`config.mk`:
```
export PLATFORM = sky130hd
export DESIGN_NAME = alu_result_collector
export DESIGN_NICKNAME = d
export VERILOG_FILES = /design/src/rtl/alu_result_collector.sv
export SDC_FILE = /design/constraint.sdc
export NUM_CORES = 1
export LEC_CHECK = 0
export CELL_PAD_IN_SITES_DETAIL_PLACEMENT = 1
export CELL_PAD_IN_SITES_GLOBAL_PLACEMENT = 1
export CORE_MARGIN = 3
export CORE_UTILIZATION = 35
export CTS_CLUSTER_SIZE = 12
export DETAILED_ROUTE_END_ITERATION = 8
export PLACE_DENSITY_LB_ADDON = 0.08
export SETUP_SLACK_MARGIN = 0.05
export SLEW_MARGIN = 15
export SYNTH_ARGS = -nofsm -noshare
export SYNTH_HDL_FRONTEND = slang
export SYNTH_SLANG_ARGS = --single-unit
```
`constraint.sdc`:
```
create_clock -name clk -period 2.25 [get_ports clk]
set_clock_uncertainty 0.05 [all_clocks]
set_input_delay 0.45 -clock clk [delete_from_list [all_inputs] [get_ports clk]]
set_output_delay 0.45 -clock clk [all_outputs]
set_load 0.03 [all_outputs]
```
`src/rtl/alu_result_collector.sv`:
```
// alu_result_collector: packs a stream of 1-bit ALU results into WIDTH-bit words.
// Bits fill from bit 0 upward; a word is emitted when full or on flush of a
// partial word. Optional build macro ALU_COLLECT_PARITY_EN adds an even-parity
// output registered alongside the word.
module alu_result_collector #(
    parameter int unsigned WIDTH = 8,
    localparam int unsigned CW = $clog2(WIDTH + 1)
) (
    input  logic             clk,
    input  logic             rst,
    input  logic             in_valid,
    input  logic             in_bit,
    output logic             in_ready,
    input  logic             flush,
    output logic             out_valid,
    input  logic             out_ready,
    output logic [WIDTH-1:0] out_data,
    output logic [CW-1:0]    out_count
`ifdef ALU_COLLECT_PARITY_EN
    ,
    output logic             out_parity
`endif
);

    typedef enum logic {
        COLLECT = 1'b0,
        HOLD    = 1'b1
    } state_t;

    state_t           state, state_n;
    logic [CW-1:0]    cnt, cnt_n;
    logic [WIDTH-1:0] sh, sh_n;
    logic [WIDTH-1:0] data_n;
    logic [CW-1:0]    count_n;
    logic             valid_n;
    logic             ready_n;
    logic             in_xfer_c;
    logic [WIDTH-1:0] fill_sh_c;
    logic [CW-1:0]    fill_cnt_c;
`ifdef ALU_COLLECT_PARITY_EN
    logic             parity_n;
`endif

    // State and output registers; reset discards any partially collected word.
    always_ff @(posedge clk) begin
        if (rst) begin
            state     <= COLLECT;
            cnt       <= '0;
            sh        <= '0;
            out_data  <= '0;
            out_count <= '0;
            out_valid <= 1'b0;
            in_ready  <= 1'b1;
`ifdef ALU_COLLECT_PARITY_EN
            out_parity <= 1'b0;
`endif
        end else begin
            state     <= state_n;
            cnt       <= cnt_n;
            sh        <= sh_n;
            out_data  <= data_n;
            out_count <= count_n;
            out_valid <= valid_n;
            in_ready  <= ready_n;
`ifdef ALU_COLLECT_PARITY_EN
            out_parity <= parity_n;
`endif
        end
    end

    // Next-state logic: accept bits, decide on word emission, release on handshake.
    always_comb begin
        state_n    = state;
        cnt_n      = cnt;
        sh_n       = sh;
        data_n     = out_data;
        count_n    = out_count;
        valid_n    = out_valid;
        ready_n    = in_ready;
`ifdef ALU_COLLECT_PARITY_EN
        parity_n   = out_parity;
`endif
        in_xfer_c  = in_valid && in_ready;
        fill_sh_c  = sh;
        fill_cnt_c = cnt;

        case (state)
            COLLECT: begin
                // Same-cycle input is folded in before the flush/full decision.
                if (in_xfer_c) begin
                    fill_sh_c  = sh | (WIDTH'(in_bit) << cnt);
                    fill_cnt_c = CW'(cnt + CW'(1));
                end
                sh_n  = fill_sh_c;
                cnt_n = fill_cnt_c;
                if ((fill_cnt_c == CW'(WIDTH)) || (flush && (fill_cnt_c != '0))) begin
                    state_n = HOLD;
                    data_n  = fill_sh_c;
                    count_n = fill_cnt_c;
                    valid_n = 1'b1;
                    ready_n = 1'b0;
`ifdef ALU_COLLECT_PARITY_EN
                    parity_n = ^fill_sh_c;
`endif
                end
            end
            HOLD: begin
                // Word is held stable; flush here is dropped, not remembered.
                if (out_ready) begin
                    state_n = COLLECT;
                    cnt_n   = '0;
                    sh_n    = '0;
                    valid_n = 1'b0;
                    ready_n = 1'b1;
                end
            end
            default: begin
                state_n = COLLECT;
                cnt_n   = '0;
                sh_n    = '0;
                valid_n = 1'b0;
                ready_n = 1'b1;
            end
        endcase
    end

endmodule

```
**Word level (Yosys, flattened, before mapping)**

Cells that the tools add are included.

- Bits of input ports: 6
- Register bits: 27
- Output and inout bits: 14
- Logic and storage cells: 36

- Reductions and logical operators: 6
- Shift-type cells: 1
- Bitwise gates (word level): 2
- Add/subtract/negate cells: 1
- Equality and inequality tests: 3
- Mux-type cells: 16

Operators by type and width:

| cell | count |
|---|---|
| 2-to-1 mux 8 bit | 2 |
| one-hot mux 8 bit (2 select lines) | 1 |
| 2-to-1 mux 4 bit | 3 |
| OR 8 bit | 1 |
| one-hot mux 4 bit (2 select lines) | 1 |
| << shifter 1 x 4 -> 8 bit | 1 |
| 2-to-1 mux 1 bit | 6 |
| one-hot mux 1 bit (2 select lines) | 3 |
| adder 4 x 1 -> 4 bit, second input constant | 1 |
| equality test 4 bit, second input constant | 1 |
| != test 2 bit, second input constant | 2 |
| AND reduction 2 bit | 2 |
| nonzero test 4 bit | 1 |
| logical AND 1 bit | 2 |
| logical OR 1 bit | 1 |
| inverter 1 bit | 1 |

**Logic depth before layout (Yosys ltp)**

Gate-level depths: netlist of the first run.

- Depth in word-level cells: 8
- Mapped depth: 7
- Depth with buffers taken out: 6

**Worst setup path after synthesis of the first run**

No wires, ideal clock.

- Path type: register to register
- Start: register in_ready
- End: register out_count[0]
- Required time: 2.079 ns
- Period minus slack after synthesis: 2.121 ns
- Arrival time: 1.950 ns
- Buffers on the path: 1
- Stages on the path, launching flop included: 7
- Library setup time: 0.121 ns
- Slack: 0.129 ns
- Cell sequence: dfxtp_1 > buf_6 > nand3_4 > or3_1 > a2111o_1 > nand2_2 > mux2_2

- Word-level cells in the longest chain between the ends: 7
- Elaborated cells between the ends (all ways): 8
- Classes of those cells: eq/ne: 1; mux: 2; reduce/logical: 5

Ends and longest elaborated chain:

| item | RTL line | source |
|---|---|---|
| start, declared | 13 | `output logic in_ready,` |
| start signal, assigned | 64 | `in_ready <= ready_n;` |
| logical AND 1 bit * | 83 | `in_xfer_c = in_valid && in_ready;` |
| 2-to-1 mux 4 bit * | 90 | `if (in_xfer_c) begin` |
| 2-to-1 mux 4 bit * | 87 | `case (state)` |
| nonzero test 4 bit | 96 | `if ((fill_cnt_c == CW'(WIDTH)) \|\| (flush && (fill_cnt_c != '0))) begin` |
| logical AND 1 bit | 96 |  |
| logical OR 1 bit | 96 |  |
| AND reduction 2 bit (no source line) | n/a |  |
| end signal, assigned | 62 | `out_count <= count_n;` |
| end, declared | 18 | `output logic [CW-1:0] out_count` |

Every way passes the cells marked *; elsewhere a longest branch is shown, timed or not. The select of a mux whose other input is x is not followed.
A chain may end at the register's enable or synchronous reset.

**Worst setup path after layout of the first run**

- Start: input in_valid
- End: register out_count[0]

- Word-level cells in the longest chain between the ends: 7
- Elaborated cells between the ends (all ways): 8
- Classes of those cells: eq/ne: 1; mux: 2; reduce/logical: 5

Ends and longest elaborated chain:

| item | RTL line | source |
|---|---|---|
| start, declared | 11 | `input logic in_valid,` |
| logical AND 1 bit * | 83 |  |
| 2-to-1 mux 4 bit * | 90 |  |
| 2-to-1 mux 4 bit * | 87 |  |
| nonzero test 4 bit | 96 |  |
| logical AND 1 bit | 96 |  |
| logical OR 1 bit | 96 |  |
| AND reduction 2 bit (no source line) | n/a |  |

Marked as above.

==> metrics.yaml, run 1 <==
run_status:
  outcome: "finished clean"
timing:
  finalMaxSlewViolations: 0
  finalHoldViolCount: 0
  period_needed_ps: 2152
  fin_setup_tns_ps: 0
  max-slew-margin-rel_pct: 75.32
  final-setup-viol-count: 0
  grt_setup_unrepaired: "false"
  hold_ws_ps: 428.4
  fmax_ghz: 0.4646
  worst_pin_slew_ps: 368.2
  final.period_utilization_pct: 95.65
finish:
  finalCoreUtilization_pct: 48.05
  final_common_cell: "nor2_1"
  layout.nets: 186
  final_cell_mix: "nor2_1, dfxtp_1, clkdlybuf4s50_1, buf_4, a21oi_1"
  num_antenna_cells: 0
  drive_above_1_share_pct: 17.42
  nFillCells: 434
  multi_input_area_um2: 719.4
  areaGrowthSynthToFinish_pct: 26.60
  seq_area_um2: 543.0
synthesis:
  synth.avg_cell_area_um2: 8.725
  synthesis.yosys.warnings: 0
  fraction_of_synthesized_area_in_multiplexers_pct: 8.491
  syn-num-nets: 159
  ys_types: 37
  synth_simple_gate_area_share_pct: 25.47
  synth_top_family_by_area: "simple AND/OR/NAND/NOR gates"
  synth_seq_area_share_pct: 40.75
  netlist_instances: 152
  syn-cell-area_um2: 1326
  synth_xor_area_share_pct: 1.321
  synth_seq_cells: 27
  synthAdderAreaFrac_pct: 0.9434
  synth_compound_gate_area_share_pct: 16.70
power_and_ir_drop:
  seq_power_share_pct: 48.1
  switching_share_pct: 30.43
  p_leak_nw: 0.6457
  power.share.clock_pct: 25.5
  total_power_per_unit_cell_area_nw_per_um2: 661.0
  power.ir.vdd_worst_mv: 0.3077
  power_frac_comb_pct: 26.4
  p_int_uw: 772.2
  net-switching-power_uw: 337.8
floorplan:
  floorplan.io_pins: 20
  placement_rows: 21
  floorplan.initialDensity_pct: 37.95
  die_w_um: 67.56
  design.core.area_um2: 3495
  floorplan.die.height_um: 67.56
  die_area_um2: 4564
placement:
  gp_congestion: 0.7379
  place.port_buffers: 19
  dp.final_hpwl_mm: 2.407
critical_path:
  timing.critical_path.required_ps: 2370
  cp_num_buf_inv: 2
  timing.critical_path.fanout_max: 4
  setup.worst_path.start_class: "input pin"
  cp_slowest_stage_delay_ps: 500
  cp.arrival_ps: 2270
  critPathSlowestCell: "clkdlybuf4s50_1"
  path_class: "in -> reg"
  timing.critical_path.to_type: "flip-flop"
  worst_path_dominant_cell_family: "buffers and inverters"
  path_cells: "clkdlybuf4s50_1, buf_4, nand3_2, xnor2_2, a2111o_1, nand2_2, mux2_2"
cts:
  deepest_clock_path_buffer_count: 2
  cts_htree_levels: 1
  post_cts_resize_count: 0
  cts_setup_buffers: 0
  tritoncts_buffer_count: 3
  cts.reportedPaths.clkPinSlew_ps: 100
  root_buffer: "clkbuf_8"
  insertion_delay_of_the_later_clocked_pin_in_the_worst_skew_pair_ps: 270
  cts_tree: "yes"
  cts_hold_repair.buffers: 0
  cts_sinks: 27
global_route:
  groute.usage.overall_pct: 16.85
  grt_start_max_net_pins: 17
  initial_antenna_violation_count: 0
  grt_pass1_vias: 1238
  global_route_wire_length_before_repair_mm: 5.844
  global_route.overflow_total: 0
drt:
  post_route_wl_mm: 3.270
  detail_route.drc_violations: 0
  routed_via_density: 5.071
  wire_per_inst_um: 14.60
  drtAntennaViolNets: 0
  first_iteration_detailed_routing_drc_count: 47
  num_vias: 1136
  drt_pass1_iterations: 4
min_path:
  worstHoldPathType: "reg -> reg"
flow_run:
  cap_viol_max_count: 0
==> sequential cells by signal, indices dropped and copies added (netlist names) <==
register,count
out_data,8
out_count,4
in_ready,1
cnt,4
sh,8
out_valid,1
state,1
==> worst paths after layout <==
| path | start | to | slack (ps) | cells past startpoint |
|---|---|---|---|---|
| max | in_valid | out_count[0] | 100 | 7 |
| min | out_count[3] | out_count[3] | 430 | 1 |
| max reg2reg | in_ready | out_count[0] | 180 | 5 |
| min reg2reg | out_count[3] | out_count[3] | 430 | 1 |
==> synth_stat cells, drive strengths merged <==
| cell type | number | area share (%) |
|---|---|---|
| dfxtp | 27 | 41 |
| nor2 | 26 | 7.4 |
| a21oi | 10 | 3.8 |
| nand2 | 10 | 3.0 |
| mux2i | 9 | 6.8 |
| clkbuf | 8 | 2.4 |
| nand2b | 8 | 3.8 |
| o21bai | 8 | 4.5 |
| buf | 4 | 3.7 |
| o21ai | 4 | 1.5 |
| nand3 | 3 | 2.1 |
| nor2b | 3 | 1.4 |
| o21a | 3 | 1.7 |
| o22a | 3 | 2.0 |
| or3 | 3 | 1.4 |
| and2 | 2 | 1.0 |
| mux2 | 2 | 1.7 |
| nand3b | 2 | 1.1 |
| nand4b | 2 | 1.3 |
| nor3 | 2 | 0.75 |
| xnor2 | 2 | 1.3 |
| a2111o | 1 | 0.85 |
| a21o | 1 | 0.57 |
| a31oi | 1 | 0.47 |
| and3 | 1 | 0.47 |
| ha | 1 | 0.94 |
| inv | 1 | 0.28 |
| nor3b | 1 | 0.57 |
| o311ai | 1 | 0.66 |
| o31a | 1 | 0.66 |
| or2 | 1 | 0.47 |
| or3b | 1 | 0.66 |
==> power by group through the flow <==
stage	clock network [mW]	registers (mW)	logic (mW)
floorplan	0	0.555	0.184
CTS	0.301	0.533	0.293
global route	0.323	0.539	0.326
detailed placement	0	0.543	0.291
global placement	0	0.542	0.288
finish	0.283	0.533	0.293
==> final cells by class <==
type | instances | share of cell area (%)
Timing Repair Buffer | 34 | 18.26
Sequential cell | 27 | 32.34
Inverter | 1 | 0.2235
Clock buffer | 3 | 2.459
Multi-Input combinational cell | 112 | 42.85
Tap cell | 46 | 3.428
Clock inverter | 1 | 0.4471
==> metal layers <==
| layer | global-route usage [%] | share of wire (%) | up-vias |
|---|---|---|---|
| li1 | - | - | 570 |
| met1 | 22.50 | 50 | 542 |
| met2 | 28.07 | 47 | 22 |
| met3 | 1.997 | 2.6 | 2 |
| met4 | 5.316 | 0.70 | 0 |
| met5 | 0 | 0 | - |
==> worst register-to-register path, stage by stage, from the launching register on <==
cell and delay [ps]:
dfxtp_1 510, nand3_4 140, or3_4 390, a2111o_1 410
nand2_2 130, mux2_2 350
==> metrics by stage <==
stage               cells  power (mW)  instance area (um^2)  setup slack [ps]
floorplan             152      0.7392                  1326             129.4
global route          224       1.188                  1679             41.83
finish                224       1.110                  1679             97.83
CTS                   224       1.126                  1655             99.54
detailed placement    220      0.8344                  1607            -189.2
global placement      220      0.8291                  1607            -122.8
==> kinds of logic after synthesis <==
family          Yosys count
simple gates             65
compound gates           33
flops                    27
buf+inv                  13
mux                      11
xor+xnor                  2
fa+ha+maj                 1
No activity file was read; power rests on OpenSTA's default activity.
==> run 2, diff against run 1 <==
--- a/config.mk
+++ b/config.mk
@@ -7,13 +7,12 @@
 export LEC_CHECK = 0
 export CELL_PAD_IN_SITES_DETAIL_PLACEMENT = 1
 export CELL_PAD_IN_SITES_GLOBAL_PLACEMENT = 1
-export CORE_MARGIN = 3
+export CORE_ASPECT_RATIO = 0.9
 export CORE_UTILIZATION = 35
 export CTS_CLUSTER_SIZE = 12
 export DETAILED_ROUTE_END_ITERATION = 8
 export PLACE_DENSITY_LB_ADDON = 0.08
 export SETUP_SLACK_MARGIN = 0.05
-export SLEW_MARGIN = 15
 export SYNTH_ARGS = -nofsm -noshare
 export SYNTH_HDL_FRONTEND = slang
 export SYNTH_SLANG_ARGS = --single-unit
==> run 2 against run 1 <==
Against the previous run: global-route usage up 2.0 points; sequential share of layout area up 0.39 points; maximum frequency is 3.4% higher; sequential cell count is the same; worst hold slack worse by 3.6 ps; total power rose by 0.32%; sequential power down 1%; utilization down 0.91 points; non-clock buffer count stayed put; clock power fell by 2%; register-to-register slack about the same.
==> metrics.yaml, run 2 (synthesis gave the netlist of run 1 again) <==
critical_path:
  timing.critical_path.to_type: "flip-flop"  # unchanged
  cp_slowest_stage_delay_ps: 440  # was 500 ps
  cp_num_buf_inv: 0  # was 2
  path_cells: "ha_1, nand4b_1, o31a_1, a2111o_1, nand2_2, mux2_2"  # was clkdlybuf4s50_1, buf_4, nand3_2, xnor2_2, a2111o_1, nand2_2, mux2_2
  r2r_slack_ps: 170  # was 180 ps
  cp.arrival_ps: 2200  # was 2270 ps
  critPathSlowestCell: "dfxtp_1"  # was clkdlybuf4s50_1
  setup.worst_path.start_class: "flip-flop"  # was input pin
  timing.critical_path.fanout_max: 5  # was 4
  worstRegToRegCells: 6  # was 5
  timing.critical_path.required_ps: 2370  # about the same
  cp_num_cells: 6  # was 7
  worst_path_dominant_cell_family: "compound AO/OA/AOI/OAI gates"  # was buffers and inverters
  path_class: "reg -> reg"  # was in -> reg
cts:
  cts_sinks: 27  # unchanged
  tritoncts_buffer_count: 3  # unchanged
  root_buffer: "clkbuf_8"  # unchanged
  cts.reportedPaths.clkPinSlew_ps: 100  # about the same
  deepest_clock_path_buffer_count: 2  # unchanged
  cts_htree_levels: 1  # unchanged
  cts_setup_buffers: 0  # unchanged
  cts_tree: "yes"  # unchanged
  insertion_delay_of_the_later_clocked_pin_in_the_worst_skew_pair_ps: 280  # was 270 ps
timing:
  grt_setup_unrepaired: "false"  # unchanged
  period_needed_ps: 2082  # was 2152 ps
  final-setup-viol-count: 0  # unchanged
  final.period_utilization_pct: 92.53  # was 95.65%
  worst_pin_slew_ps: 362.0  # was 368.2 ps
  finalMaxSlewViolations: 0  # unchanged
  finalWorstSetupSlack_ps: 168.0  # was 97.83 ps
  fmax_ghz: 0.4803  # was 0.4646 GHz
  max-slew-margin-rel_pct: 75.87  # was 75.32%
  finalHoldViolCount: 0  # unchanged
global_route:
  groute.usage.overall_pct: 18.86  # was 16.85%
  initial_antenna_violation_count: 0  # unchanged
  global_route.overflow_total: 0  # unchanged
  global_route_wire_length_before_repair_mm: 5.589  # was 5.844 mm
  grt_pass1_vias: 1136  # was 1238
  grt_start_max_net_pins: 17  # unchanged
drt:
  wire_per_inst_um: 15.59  # was 14.60 um
  routed_via_density: 5.207  # was 5.071
  first_iteration_detailed_routing_drc_count: 56  # was 47
  detail_route.drc_violations: 0  # unchanged
  drtAntennaViolNets: 0  # unchanged
  drt_pass1_iterations: 4  # unchanged
  post_route_wl_mm: 3.462  # was 3.270 mm
  num_vias: 1156  # was 1136
power_and_ir_drop:
  p_leak_nw: 0.6379  # was 0.6457 nW
  total_power_per_unit_cell_area_nw_per_um2: 674.2  # was 661.0 nW/um^2
  power.ir.vdd_worst_mv: 0.2681  # was 0.3077 mV
finish:
  nFillCells: 427  # was 434
  finalCoreUtilization_pct: 47.14  # was 48.05%
  areaGrowthSynthToFinish_pct: 24.53  # was 26.60%
  drive_above_1_share_pct: 14.04  # was 17.42%
  final_cell_count_no_fill: 222  # was 224
  post_layout_instance_area_um2: 1652  # was 1679 um^2
  largest_registers: "out_data (8), sh (8)"  # unchanged
  num_antenna_cells: 0  # unchanged
  final_common_cell: "dfxtp_1"  # was nor2_1
  layout.nets: 186  # unchanged
  final_cell_mix: "dfxtp_1, nor2_1, clkdlybuf4s50_1, buf_4, a21oi_1"  # was nor2_1, dfxtp_1, clkdlybuf4s50_1, buf_4, a21oi_1
placement:
  gp_congestion: 0.8009  # was 0.7379
  placed_insts: 218  # was 220
  postPlaceCellArea_um2: 1604  # was 1607 um^2
  dp.final_hpwl_mm: 2.640  # was 2.407 mm
  place.port_buffers: 19  # unchanged
  worst_setup_slack_before_clock_tree_synthesis_ps: -283.5  # was -189.2 ps
floorplan:
  die_w_um: 66.89  # was 67.56 um
  design.core.area_um2: 3503  # was 3495 um^2
  die_area_um2: 4040  # was 4564 um^2
  placement_rows: 20  # was 21
  floorplan.initialDensity_pct: 37.86  # was 37.95%
  floorplan.io_pins: 20  # unchanged
  floorplan.die.height_um: 60.40  # was 67.56 um
min_path:
  worstHoldPathType: "reg -> reg"  # unchanged
  cell_depth_of_the_worst_min_delay_path: 2  # was 1
flow_run:
  cap_viol_max_count: 0  # unchanged
run_status:
  outcome: "finished clean"  # unchanged
[run 2: worst paths after layout]
kind / start / end
hold reg to reg: out_data[2] / out_data[2]
setup reg to reg: cnt[0] / out_count[0]
hold / removal: out_data[2] / out_data[2]
setup / recovery: cnt[0] / out_count[0]
[run 2: power by group]
part / switching [mW] / leakage [nW] / internal (mW)
Combinational: 0.166 / 0.396 / 0.144
Clock: 0.151 / 0.0228 / 0.127
Sequential: 0.0222 / 0.219 / 0.504
Total: 0.339 / 0.638 / 0.775
[run 2: repair_timing]
action | 4_1_cts | 5_1_grt
endpoints found under the hold margin | 0 | 0
resized for setup | 2 | 0
endpoints found under the setup margin | 9 | 0
hold buffers | 0 | 0
[run 2: area by class of cell]
| cell class | instances | area (um^2) | area share, % |
|---|---|---|---|
| sequential | 27 | 540.5 | 32.73 |
| clock buffer | 4 | 45.04 | 2.727 |
| tap | 44 | 55.05 | 3.333 |
| inverter | 1 | 3.754 | 0.2273 |
| multi-input combinational | 112 | 701.9 | 42.50 |
| timing repair buffer | 34 | 305.3 | 18.48 |
[run 2: per-stage QoR]
step | setup TNS, ps | power (mW) | hold slack, ps
after floorplan | 0 | 0.7392 | 387.3
after global placement | -1865 | 0.8333 | 397.3
after detailed placement | -2662 | 0.8453 | 412.0
after CTS | 0 | 1.123 | 432.4
after global routing | 0 | 1.173 | 452.6
final | 0 | 1.114 | 424.8
[run 2: layer usage]
layer | track usage [%] | wire length, um | vias to the layer above | share of wire (%)
met5 | 0 | 0 | - | 0
met4 | 6.383 | 27 | 0 | 0.78
met3 | 2.256 | 124 | 4 | 3.6
met2 | 28.72 | 1497 | 25 | 43
met1 | 27.57 | 1812 | 556 | 52
li1 | - | - | 571 | -
[run 2: tightest hold or removal path, stage by stage (launching register included)]
cell and delay (ps):
dfxtp_1 320, nand2b_1 60, mux2i_1 50
